`src/rtl/fetch_queue.sv`:
```
// Instruction prefetch queue: fetches sequential 16-bit words from imem and buffers them for the ID stage.
// Latency: a word requested in cycle n is pushed at the edge ending cycle n+L, visible on out_ir in cycle n+L+1.
// Backpressure: requests stop while the FIFO would be full; at most one memory request is outstanding.
//
// Ports:
//   clock, reset          - single clock (state updates on the falling edge), synchronous active-high reset
//   imem_req/imem_addr    - one-cycle request strobe and byte address of the requested word
//   imem_data/imem_valid  - returned instruction word and its strobe (L >= 1 cycles after the request)
//   redirect/redirect_pc  - taken branch: flush and refetch from redirect_pc (bit 0 forced to 0)
//   deq                   - ID stage consumes the head entry this cycle
//   out_ir/out_pcplus2    - head instruction and its PC+2, both 0 when empty (nop bubble)
//   out_valid/count       - queue non-empty flag and number of valid entries
module fetch_queue #(
    parameter int DEPTH = 4,
    parameter int CW    = 3
) (
    input  logic          clock,
    input  logic          reset,
    output logic          imem_req,
    output logic [15:0]   imem_addr,
    input  logic [15:0]   imem_data,
    input  logic          imem_valid,
    input  logic          redirect,
    input  logic [15:0]   redirect_pc,
    input  logic          deq,
    output logic [15:0]   out_ir,
    output logic [15:0]   out_pcplus2,
    output logic          out_valid,
    output logic [CW-1:0] count
);

    localparam int PW = (DEPTH > 1) ? $clog2(DEPTH) : 1;

    typedef enum logic [1:0] {
        S_IDLE = 2'd0,
        S_WAIT = 2'd1,
        S_DROP = 2'd2
    } state_t;

    state_t        r_state;
    state_t        w_state_nxt;
    logic [15:0]   r_fpc;
    logic [15:0]   r_ir  [DEPTH];
    logic [15:0]   r_pc2 [DEPTH];
    logic [PW-1:0] r_head;
    logic [PW-1:0] r_tail;
    logic [CW-1:0] r_count;

    logic [15:0]   w_target;
    logic [15:0]   w_fpc_inc;
    logic          w_push;
    logic          w_pop;
    logic          w_nonempty;
    logic          w_req;
    logic [CW-1:0] w_count_nxt;

    // Masking keeps every redirect_pc bit in use while clearing bit 0.
    assign w_target    = redirect_pc & 16'hFFFE;
    assign w_fpc_inc   = r_fpc + 16'd2;
    assign w_nonempty  = (r_count != '0);

    // Redirect overrides both push and deq: the flush wins.
    assign w_push      = (r_state == S_WAIT) && imem_valid && !redirect;
    assign w_pop       = deq && w_nonempty && !redirect;
    assign w_count_nxt = r_count + CW'(w_push) - CW'(w_pop);

    always_comb begin
        w_state_nxt = r_state;
        w_req       = 1'b0;
        case (r_state)
            S_IDLE: begin
                // Any imem_valid seen here is a leftover from before reset; ignore it.
                if (!redirect && (r_count < CW'(DEPTH))) begin
                    w_req       = 1'b1;
                    w_state_nxt = S_WAIT;
                end
            end
            S_WAIT: begin
                if (redirect) begin
                    // Response still in flight must be swallowed once it shows up.
                    w_state_nxt = imem_valid ? S_IDLE : S_DROP;
                end else if (imem_valid) begin
                    // Back-to-back issue decision uses the post-push/post-deq occupancy.
                    if (w_count_nxt < CW'(DEPTH)) begin
                        w_req = 1'b1;
                    end else begin
                        w_state_nxt = S_IDLE;
                    end
                end
            end
            S_DROP: begin
                // The stale response ends the drop even if a redirect lands in the same
                // cycle; waiting for a second response would never complete.
                if (imem_valid) begin
                    w_state_nxt = S_IDLE;
                end
            end
            default: w_state_nxt = S_IDLE;
        endcase
    end

    assign imem_req  = w_req && !reset;
    // A back-to-back request targets the word after the one just returned.
    assign imem_addr = w_push ? w_fpc_inc : r_fpc;

    always_ff @(negedge clock) begin
        if (reset) begin
            r_state <= S_IDLE;
            r_fpc   <= 16'h0000;
            r_head  <= '0;
            r_tail  <= '0;
            r_count <= '0;
        end else begin
            r_state <= w_state_nxt;
            if (redirect) begin
                r_fpc   <= w_target;
                r_head  <= '0;
                r_tail  <= '0;
                r_count <= '0;
            end else begin
                if (w_push) begin
                    r_fpc  <= w_fpc_inc;
                    r_tail <= r_tail + PW'(1);
                end
                if (w_pop) begin
                    r_head <= r_head + PW'(1);
                end
                r_count <= w_count_nxt;
            end
        end
    end

    // Entry storage needs no reset: the outputs are gated by count.
    always_ff @(negedge clock) begin
        if (w_push && !reset) begin
            r_ir[r_tail]  <= imem_data;
            r_pc2[r_tail] <= w_fpc_inc;
        end
    end

    assign out_valid   = w_nonempty;
    assign out_ir      = w_nonempty ? r_ir[r_head]  : 16'h0000;
    assign out_pcplus2 = w_nonempty ? r_pc2[r_head] : 16'h0000;
    assign count       = r_count;

endmodule

```
`config.mk`:
```
export PLATFORM = sky130hd
export DESIGN_NAME = fetch_queue
export DESIGN_NICKNAME = d
export VERILOG_FILES = /design/src/rtl/fetch_queue.sv
export SDC_FILE = /design/constraint.sdc
export NUM_CORES = 1
export LEC_CHECK = 0
export BUFFER_PORTS_ARGS = -buffer_cell sky130_fd_sc_hd__buf_2
export CORE_UTILIZATION = 64
export CTS_BUF_LIST = sky130_fd_sc_hd__clkbuf_4 sky130_fd_sc_hd__clkbuf_8
export CTS_CLUSTER_SIZE = 25
export DETAILED_ROUTE_END_ITERATION = 16
export PLACE_DENSITY = 0.88
export SLEW_MARGIN = 40
export SYNTH_ARGS = -nofsm -noshare
export SYNTH_HDL_FRONTEND = slang
export SYNTH_SLANG_ARGS = --single-unit
```
`constraint.sdc`:
```
create_clock -name clock -period 7.9 [get_ports clock]
set_input_delay 1.975 -clock clock [delete_from_list [all_inputs] [get_ports clock]]
set_output_delay 1.975 -clock clock [all_outputs]
set_load 0.02 [all_outputs]
```
==> results_dict.tcl, run 1 <==
set metrics [dict create \
    dieHeight_um 101 \
    yosysMostFrequentCell "edfxtp_1" \
    synth_top_area_cell "edfxtp_1" \
    synth_cell_type_count 43 \
    muxShareOfSynthArea_pct 11.4 \
    synth_top_area_share_pct 58.8 \
    ys_ff_latch 150 \
    cts_sinks 150 \
    avgSynthCellArea_um2 16.3 \
    clockBufferDepth 2 \
    drt_iter0_markers 635 \
    globalplace.congestion 0.750 \
    pre_cts_slack_ns -0.193 \
    route.final.wire_length_mm 22.6 \
    whs_path_depth 2 \
    setup_viol 45 \
    r2r-start "r_fpc[7]" \
    drv_slew 0 \
    drc 0 \
    violations "negative setup slack" \
    hold_start "r_head[0]" \
    rsz0062_at_grt "true" \
    clk_pin_slew_ns 0.09 \
    whs_ns 0.547 \
    synth-compound-area-share_pct 3.36 \
    fp.dieW_um 101 \
    drive_gt1_share_pct 41.4 \
    status "finished with violations" \
    ys_async_sr_fraction_pct 0 \
    ys_warn_count 0 \
    dr_total_vias 5323 \
    die_area_um2 10300 \
    root_buffer "clkbuf_8" \
    synthAdderAreaFrac_pct 1.70 \
    cp-start-kind "flip-flop" \
    viasPerCell 6.44 \
    holdCritPathClass "reg2reg" \
    synth_xor_area_share_pct 4.01 \
    ys_seq_area_share_pct 67.1 \
    ir_drop_uv 176 \
    io_pins 90 \
    clock_latency_ns 0.51 \
    core_um2 9420 \
    syn_area_um2 6330 \
    grtUsageTotal_pct 33.1 \
    power_density_nw_per_um2 227 \
    crit_type "reg2out" \
    syn_inst 388 \
    drtAntennaViolNets 0 \
    leakage_nw 4.10 \
    core.rowCount 35 \
    yosys.area_share.simple_pct 9.59 \
    grt_start_max_net_pins 34 \
    synth_ff_type "edfxtp_1" \
    hold_buffers 0 \
    cts_tree "yes" \
    syn_to_final_growth_pct 42.8 \
    fin_nets 730 \
    dp_hpwl_mm 7.48 \
    worstPathRequired_ns 5.93 \
    cp_max_fo 2 \
    synth_top_family_by_area "multiplexers" \
    synth_top_cells_by_area "edfxtp_1, mux4_2, dfxtp_1, nor2b_1, xor2_1" \
    reg2reg_depth 14 \
    drtPass1Iterations 5 \
    synth_edf_count 124 \
    initial_core_util_pct 67.2 \
    wl_per_cell_um 27.3 \
    timing.slew.headroom_pct 50.2 \
    htree_levels 4 \
    worst_pin_slew_ns 0.747 \
    ys_top_cells_by_count "edfxtp_1, mux4_2, nor2b_1" \
    grt_antenna_before_repair 1 \
    finClkSkew_ns 0.0631 \
    final_area_um2 9040 \
    numCtsBuffers 17 \
    grt_pass1_vias 5093 \
    drv_cap 0 \
    placed_area_um2 7090 \
    r2r_slack_ns 4.89 \
    crit_path_end_kind "output pin" \
    grt-ovfl-total 0 \
    fin_ws_ns -0.817 \
    reg2reg_to "r_fpc[15]" \
    arrival_ns 6.74 \
    port_buffers 86 \
    finalHoldViolCount 0 \
    grt_pass1_wl_mm 24.1 \
]
[cells in the final DEF, fill, tap and decap left out, types with 7 or more instances in the layout]
cell type	n
buf_2	52
nand2_1	15
dfxtp_4	12
edfxtp_1	124
xor2_1	14
inv_1	160
dfxtp_1	8
buf_6	34
nor2b_4	18
mux4_2	31
buf_4	54
nor2_1	12
clkbuf_8	17
xnor2_1	7
nor2b_1	12
o21a_1	14
[power breakdown]
group          total [mW]  internal, mW  switching (mW)
clock                1.05         0.353           0.694
sequential          0.880         0.866          0.0137
combinational       0.120        0.0526          0.0673
total                2.05          1.27           0.775
[state kept, by name (all words and copies together), names as in the netlist, named ones only]
register,flops
count,3
r_state,2
r_fpc,15
r_pc2,60
r_head,2
r_ir,64
r_tail,2
[kinds of logic (layout without fill, tap and decap cells)]
group | count (synthesis) | in the layout
other cells | 1 | 3
xor+xnor | 29 | 29
flops | 150 | 150
mux | 33 | 33
buf+inv | 34 | 341
simple gates | 105 | 105
fa+ha+maj | 8 | 8
compound gates | 28 | 28
[per-layer routing]
metal / global-route usage [%] / wire, um
met1: 33.0 / 7010
met2: 57.4 / 11300
met3: 13.1 / 2420
met4: 21.4 / 1860
met5: 0 / 0
[through the flow]
| stage | power (mW) | util (%) | TNS (ns) | cells |
|---|---|---|---|---|
| 6_report | 2.05 | 96.0 | -4.65 | 826 |
| 5_1_grt | 2.11 | 96.0 | -6.45 | 825 |
| 4_1_cts | 1.87 | 88.5 | -0.835 | 808 |
| 3_5_place_dp | 1.08 | 75.3 | -0.372 | 608 |
| 3_3_place_gp | 1.08 | 75.3 | -0.237 | 608 |
| 2_1_floorplan | 1.05 | - | -0.393 | 389 |
[final cells by class]
type	count	area, um2
well taps	129	161
clock inverters	163	687
repair buffers	150	1250
clock buffers	17	234
multi-input cells	205	2360
diodes	1	2.50
flip-flops and latches	150	4300
fillers	170	378
inverters	11	41.3
[worst max path at each step]
| stage | slack [ns] | depth (start not counted) | from | endpoint |
|---|---|---|---|---|
| 6_report | -0.82 | 11 | r_state[1] | imem_req |
| 4_1_cts | -0.61 | 11 | r_state[1] | imem_req |
| 3_3_place_gp | -0.16 | 11 | r_state[1] | imem_req |
| 2_1_floorplan | -0.36 | 11 | r_state[1] | imem_req |
| 5_1_grt | -0.84 | 11 | r_state[1] | imem_req |
| 3_5_place_dp | -0.19 | 11 | r_state[1] | imem_req |
[worst max-delay path, stage by stage, from the launching register on]
cell and delay [ns]:
dfxtp_2 0.32, and4bb_1 0.32, inv_2 0.08, ha_4 0.27, inv_2 0.04, ha_4 0.15, fa_2 0.35, xnor2_2 0.16
xnor2_2 0.22, a21oi_2 0.10, nor2_2 0.15, buf_6 0.15
[repair_timing]
action                                  in CTS  in global routing
pin swaps                                   16                 24
resized for setup                           43                138
setup buffers                               21                 18
gates cloned                                 1                  1
endpoints found under the setup margin      35                 40
No activity file was read; power rests on OpenSTA's default activity.
==> run 2, diff against run 1 <==
--- a/config.mk
+++ b/config.mk
@@ -6,11 +6,14 @@
 export NUM_CORES = 1
 export LEC_CHECK = 0
 export BUFFER_PORTS_ARGS = -buffer_cell sky130_fd_sc_hd__buf_2
-export CORE_UTILIZATION = 64
+export CELL_PAD_IN_SITES_DETAIL_PLACEMENT = 0
+export CELL_PAD_IN_SITES_GLOBAL_PLACEMENT = 1
+export CORE_UTILIZATION = 54
 export CTS_BUF_LIST = sky130_fd_sc_hd__clkbuf_4 sky130_fd_sc_hd__clkbuf_8
 export CTS_CLUSTER_SIZE = 25
 export DETAILED_ROUTE_END_ITERATION = 16
-export PLACE_DENSITY = 0.88
+export PLACE_DENSITY_LB_ADDON = 0.1
+export SETUP_SLACK_MARGIN = 0.15
 export SLEW_MARGIN = 40
 export SYNTH_ARGS = -nofsm -noshare
 export SYNTH_HDL_FRONTEND = slang
==> run 2 against run 1 <==
Against the previous run: the flow still finishes with violations (negative setup slack); utilization down 15 points; sequential power is essentially flat; total power down 7.7%; critical endpoint unchanged; highest routed layer unchanged.
==> results_dict.tcl, run 2 (synthesized netlist as in run 1, its figures left out) <==
set metrics [dict create \
    viasPerCell 5.23 \
    grt_start_max_net_pins 34 \
    worstPathRequired_ns 5.93 \
    clock_latency_ns 0.47 \
    largest_reg_flops 64 \
    cts_sinks 150 \
    ir_drop_uv 124 \
    io_pins 90 \
    hold_path_end "r_tail[1]" \
    internal-power_mw 1.33 \
    status "finished with violations" \
    htree_levels 4 \
    final_area_um2 9220 \
    dr_total_vias 4373 \
    final_common_cell "inv_1" \
    clkPwrFrac_pct 47.6 \
    timing.slew.headroom_pct 61.5 \
    drv_cap 0 \
    dp_hpwl_mm 7.34 \
    p_sw_share_pct 29.6 \
    grt_pass1_vias 4794 \
    tns_ns -3.78 \
    syn_to_final_growth_pct 45.6 \
    placed_area_um2 7160 \
    holdCritPathClass "reg2reg" \
    core.rowCount 39 \
    clk_pin_slew_ns 0.04 \
    power_density_nw_per_um2 205 \
    reg2reg_to "r_state[0]" \
    critical-path-top-delay-family "adder cells" \
    crit_buf_inv 3 \
    grtUsageTotal_pct 25.3 \
    core_um2 11400 \
    grt_pass1_wl_mm 22.0 \
    wl_per_cell_um 17.3 \
    cp-start-kind "flip-flop" \
    root_buffer "clkbuf_8" \
    fin_ws_ns -0.565 \
    drtPass1Iterations 5 \
    dieHeight_um 110 \
    drive_gt1_share_pct 41.7 \
    multi_input_area_um2 2410 \
    fp.dieW_um 110 \
    violations "negative setup slack" \
    numCtsBuffers 17 \
    grt-ovfl-total 0 \
    grt_antenna_before_repair 1 \
    antenna_cells 0 \
    final_cell_mix "inv_1, edfxtp_1, buf_4, buf_2, buf_6" \
    setup_viol 13 \
    top_regs "r_ir: 64 flops, r_pc2: 60 flops, r_fpc: 15 flops" \
    crit_path_top_delay_cell "fa_2" \
    num-fill-cells 617 \
    p_switching_mw 0.560 \
    r2r_slack_ns 5.64 \
    drt_iter0_markers 181 \
    worst_pin_slew_ns 0.578 \
    arrival_ns 6.49 \
    die_area_um2 12200 \
    globalplace.congestion 0.748 \
    cp_slowest_stage_delay_ns 0.35 \
    crit_path_end_kind "output pin" \
    finClkSkew_ns 0.0260 \
    fin_nets 728 \
    crit_type "reg2out" \
    seq_power_share_pct 46.6 \
    whs_path_depth 2 \
    route.final.wire_length_mm 14.5 \
    ff_latch_area_um2 4270 \
    port_buffers 86 \
    leakage_nw 4.15 \
    initial_core_util_pct 55.4 \
    drv_slew 0 \
    rsz0062_at_grt "true" \
    drc 0 \
    p_comb_share_pct 5.9 \
    cp_cell_sequence "and4bb_1, inv_2, ha_4, inv_2, ha_4, fa_2, xnor2_2, xnor2_1, a21oi_1, nor2_2, buf_6" \
    pre_cts_slack_ns -0.177 \
    cts_tree "yes" \
    hold_start "r_tail[1]" \
    cp_max_fo 2 \
    drtAntennaViolNets 0 \
    clockBufferDepth 2 \
    finalHoldViolCount 0 \
    top_register "r_ir" \
    utilization_pct 80.7 \
    reg2reg_depth 11 \
    r2r-start "r_state[1]" \
]
-- run 2: changes by cell type in the layout (fill, tap and decap cells not counted), sizes merged --
cell and delta:
bufinv +2, clkinv -1, buf -2, inv -2
diode -1
-- run 2: through the flow --
step           power [mW]  std cells  hold WS, ns
3_3_place_gp         1.08        625        0.484
2_1_floorplan        1.05        389        0.416
3_5_place_dp         1.09        625        0.502
4_1_cts              1.88        832        0.507
6_report             1.89        836        0.505
5_1_grt              2.01        836        0.533
-- run 2: area by class of cell --
| cell class | instances | area share [%] |
|---|---|---|
| Clock buffer | 17 | 2.54 |
| Clock inverter | 162 | 7.71 |
| Inverter | 11 | 0.448 |
| Multi-Input combinational cell | 205 | 26.1 |
| Sequential cell | 150 | 46.4 |
| Tap cell | 143 | 1.94 |
| Timing Repair Buffer | 148 | 14.9 |
-- run 2: layer usage --
layer / vias up / GRT usage, % / share of wire, %
met2: 159 / 42.0 / 54
met3: 23 / 10.6 / 5.3
met4: 0 / 15.2 / 2.0
li1: 2048 / - / -
met1: 2143 / 26.9 / 39
met5: - / 0 / 0
-- run 2: worst max-delay path by stage --
stage,slack [ns],to,cells past startpoint,startpoint
final,-0.57,imem_req,11,r_state[1]
after global routing,-0.71,imem_req,11,r_state[1]
after CTS,-0.59,imem_req,11,r_state[1]
after detailed placement,-0.18,imem_req,11,r_state[1]
after global placement,-0.17,imem_req,11,r_state[1]
after floorplan,-0.36,imem_req,11,r_state[1]
-- run 2: timing repair --
action / 4_1_cts / 5_1_grt
setup buffers: 26 / 4
endpoints found under the setup margin: 44 / 46
pin swaps: 28 / 18
gates resized for setup: 127 / 76
hold buffers: 0 / 0
cloned: 3 / 0
-- run 2: worst register-to-register path, delay by kind of cell, from the launching register on --
family | cells | cell delay, ns
compound gates | 1 | 0.06
fa+ha+maj | 3 | 0.75
flops | 1 | 0.30
buf+inv | 3 | 0.24
simple gates | 2 | 0.48
xor+xnor | 2 | 0.32
-- run 2: power by group through the flow --
| stage | clock network (mW) | logic [mW] | registers, mW |
|---|---|---|---|
| 2_1_floorplan | 0.114 | 0.0493 | 0.888 |
| 6_report | 0.899 | 0.111 | 0.880 |
| 4_1_cts | 0.904 | 0.101 | 0.879 |
| 3_3_place_gp | 0.114 | 0.0814 | 0.889 |
| 5_1_grt | 1.01 | 0.120 | 0.878 |
| 3_5_place_dp | 0.114 | 0.0830 | 0.889 |
